[config.mk]
export PLATFORM = sky130hd
export DESIGN_NAME = crc_word_update
export DESIGN_NICKNAME = d
export VERILOG_FILES = /design/src/rtl/crc_pkg.sv /design/src/rtl/crc_word_update.sv
export SDC_FILE = /design/constraint.sdc
export NUM_CORES = 1
export LEC_CHECK = 0
export ABC_AREA = 1
export CAP_MARGIN = 25
export CELL_PAD_IN_SITES_DETAIL_PLACEMENT = 1
export CELL_PAD_IN_SITES_GLOBAL_PLACEMENT = 2
export CORE_MARGIN = 1
export CORE_UTILIZATION = 19
export DETAILED_ROUTE_END_ITERATION = 8
export GPL_TIMING_DRIVEN = 0
export PLACE_DENSITY = 0.89
export SLEW_MARGIN = 0
export SYNTH_ARGS = -nofsm -noshare
export SYNTH_HDL_FRONTEND = slang
export SYNTH_SLANG_ARGS = --single-unit
[constraint.sdc]
create_clock -name vclk -period 1.26
set_input_delay 0.189 -clock vclk [all_inputs]
set_output_delay 0.189 -clock vclk [all_outputs]
set_load 0.02 [all_outputs]
[src/rtl/crc_pkg.sv]
// crc_pkg: shared CRC types, constants and the word-wide polynomial step
package crc_pkg;
    localparam int CRC_CNT_W = 16;
    localparam int CRC_MAX_W = 32;

    typedef enum logic [1:0] {S_DATA, S_CRC, S_REPORT} crc_chk_state_t;

    // Operands arrive left-justified in CRC_MAX_W bits so one loop serves every
    // width up to CRC_MAX_W; only the top `width` data bits are consumed.
    function automatic logic [CRC_MAX_W-1:0] crc_word_step(
        input logic [CRC_MAX_W-1:0] crc,
        input logic [CRC_MAX_W-1:0] data,
        input logic [CRC_MAX_W-1:0] poly,
        input int                   width
    );
        logic [CRC_MAX_W-1:0] c;
        c = crc;
        for (int i = CRC_MAX_W - 1; i >= 0; i--)
            if (i >= CRC_MAX_W - width)
                c = (c << 1) ^ ((c[CRC_MAX_W-1] ^ data[i]) ? poly : '0);
        return c;
    endfunction
endpackage

[src/rtl/crc_word_update.sv]
// crc_word_update: combinational next-CRC over one p_width-bit word, MSB first
module crc_word_update
    import crc_pkg::*;
#(
    parameter int                 p_width   = 8,
    parameter logic [p_width-1:0] p_polynom = 8'h31
) (
    input  logic [p_width-1:0] crc,
    input  logic [p_width-1:0] data,
    output logic [p_width-1:0] crc_next
);
    localparam int SH = CRC_MAX_W - p_width;

    assign crc_next = p_width'(crc_word_step(CRC_MAX_W'(crc) << SH,
                                             CRC_MAX_W'(data) << SH,
                                             CRC_MAX_W'(p_polynom) << SH,
                                             p_width) >> SH);
endmodule

==> results.py <==
metrics = {
    "placed_design": {
        "pre_cts_slack_ns": -1.141,
        "dp_cells": 142,
        "place_congestion": 0.6859,
        "dp_hpwl_um": 1177,
        "io_buffers": 24,
        "place_area_um2": 767.0,
    },
    "pwr": {
        "leakage_nw": 0.5840,
        "power_density_mw_per_mm2": 672.6,
        "ir_worst_vdd_mv": 0.3962,
        "switchingPower_mw": 0.4028,
        "p_clk_share_pct": 0,
        "internal_power_mw": 0.3563,
        "sequentialPowerShare_pct": 0,
        "switching_share_pct": 53.07,
        "p_comb_share_pct": 100.0,
    },
    "global_route": {
        "antenna_found_initial": 0,
        "grt_remaining_overflow": 0,
        "grt_first_pass_wirelength_um": 2442,
        "grt_start_max_net_pins": 5,
        "grt_pass1_vias": 637,
        "grt_use_total_pct": 11.70,
    },
    "yosys": {
        "yosysSeqAreaShare_pct": 0,
        "ys_warn_count": 0,
        "syn-instance-count": 90,
        "synth_fp_nets": 106,
        "netlist-cell-type-count": 16,
        "syn_area_per_cell_um2": 5.241,
        "syn-cell-area_um2": 471.7,
    },
    "hold_path": {
        "min_path_type": "in -> out",
        "min_from": "data[0]",
    },
    "layout": {
        "drive_gt1_share_pct": 88.52,
        "synthToLayoutAreaGrowth_pct": 139.3,
        "nClkBuffers": 0,
        "instances_no_fill": 150,
        "n_sequential_cell": 0,
        "final_nets": 140,
        "seq_area_um2": 0,
        "final_cell_area_mm2": 0.001129,
        "diodes": 0,
    },
    "flow_run": {
        "cap_violations": 0,
    },
    "floorplanning": {
        "std_cell_rows": 17,
        "start_util_pct": 20.73,
        "die_h_um": 51.83,
        "die_w_um": 51.83,
        "die_area_mm2": 0.002686,
        "core-area_mm2": 0.002276,
        "boundaryPins": 24,
    },
    "timing": {
        "hold_viol": 0,
        "finalSetupViolCount": 7,
        "fmax_mhz": 712.0,
        "min_period_ns": 1.405,
        "rsz0062_at_grt": "yes",
        "drv_slew": 0,
        "fin_hold_ws_ns": 0.8351,
        "slew_headroom_pct": 85.14,
        "worst_slew_pin_slew_ns": 0.2229,
        "finalCritPeriodShare_pct": 111.5,
        "worst_slack_ns": -0.1446,
    },
    "drt": {
        "drc": 0,
        "postRouteWirelength_um": 1693,
        "wire_per_inst_um": 11.29,
        "drt-pass1-iter-count": 2,
        "drt_iter0_markers": 1,
        "vias": 634,
        "drtAntennaViolNets": 0,
        "viasPerCell": 4.227,
    },
    "critical_path": {
        "worstPathRequired_ns": 1.07,
        "cp-end-kind": "output pin",
        "critical_path_arrival_ns": 1.22,
        "critical_path_class": "in -> out",
        "startpoint": "data[6]",
        "cp-start-kind": "input port",
        "crit_fanout": 3,
    },
    "status": {
        "violations": "setup timing",
        "outcome": "finished, violations left",
    },
    "clock_network": {
        "hold_buffers": 0,
    },
}
==> metal layers <==
layer | share of wire (%) | GRT usage (%) | up-vias
met5 | 0 | 0 | -
li1 | - | - | 328
met4 | 1.4 | 2.703 | 0
met1 | 35 | 12.52 | 288
met2 | 61 | 23.93 | 16
met3 | 2.6 | 0.8772 | 2
==> through the flow <==
step	utilization, %	TNS, ns	total power, mW
floorplan	-	-0.1010	0.3111
global placement	33.70	-7.532	0.5227
detailed placement	33.70	-7.894	0.5355
CTS	37.38	-0.7590	0.5910
global route	49.59	-1.095	0.8137
finish	49.59	-0.6269	0.7591
==> kinds of logic after synthesis <==
kind of cell           synth area share, %
XOR/XNOR                             26.79
AND/OR/NAND/NOR                      61.27
buffers and inverters                11.94
==> critical path: stages <==
cell and delay [ns]:
buf_8 0.10, nand2_2 0.06, inv_2 0.04, nor2_4 0.16
nand2_1 0.10, nand3_2 0.09, nand2_4 0.07, inv_2 0.06
nand2_2 0.06, nand2_2 0.07, nand2_2 0.05, nand2_2 0.06
buf_6 0.11
==> power groups by stage <==
stage          sequential [mW]  clock, mW  combinational (mW)
6_report                     0          0               0.759
5_1_grt                      0          0               0.814
4_1_cts                      0          0               0.591
3_5_place_dp                 0          0               0.536
3_3_place_gp                 0          0               0.523
2_1_floorplan                0          0               0.311
==> cell usage after synthesis <==
master / n / area share [%]
nand2_1: 48 / 38
inv_1: 11 / 8.8
nand3_1: 8 / 8.5
inv_2: 4 / 3.2
nor2_1: 4 / 3.2
xnor2_1: 3 / 5.6
nand2_4: 2 / 4.8
xor2_1: 2 / 3.7
nand2_2: 1 / 1.3
nand3b_1: 1 / 1.6
nor2_2: 1 / 1.3
nor2_4: 1 / 2.4
xnor2_2: 1 / 3.4
xnor3_1: 1 / 4.8
xor2_2: 1 / 3.4
xor2_4: 1 / 5.8
==> path summary, 6_finish.rpt <==
check / end / slack, ns / depth (start not counted)
max: crc_next[5] / -0.14 / 13
min: crc_next[4] / 0.84 / 3
==> layout by cell type (no fill, tap or decap), drive strengths merged <==
| cell | netlist | routed |
|---|---|---|
| buf | 0 | 29 |
| clkbuf | 0 | 2 |
| nor2 | 6 | 6 |
| inv | 15 | 15 |
| nand2 | 51 | 51 |
| nand3 | 8 | 8 |
| xnor2 | 4 | 4 |
| nand3b | 1 | 1 |
| xor2 | 4 | 4 |
| xnor3 | 1 | 1 |
| clkdlybuf4s15 | 0 | 1 |
==> final cells by class <==
class	instances	area, µm²
inverter	15	66.31
multi-input combinational	75	721.9
timing repair buffer	32	305.3
tap	28	35.03
fill	276	1147
==> what timing repair did <==
action / in CTS / in global routing
pin swaps: 31 / 41
setup endpoints to repair: 8 / 8
cloned: 0 / 0
buffers inserted: 3 / 5
gates resized for setup: 139 / 76
Note: power is estimated with default switching activity, not from simulation.
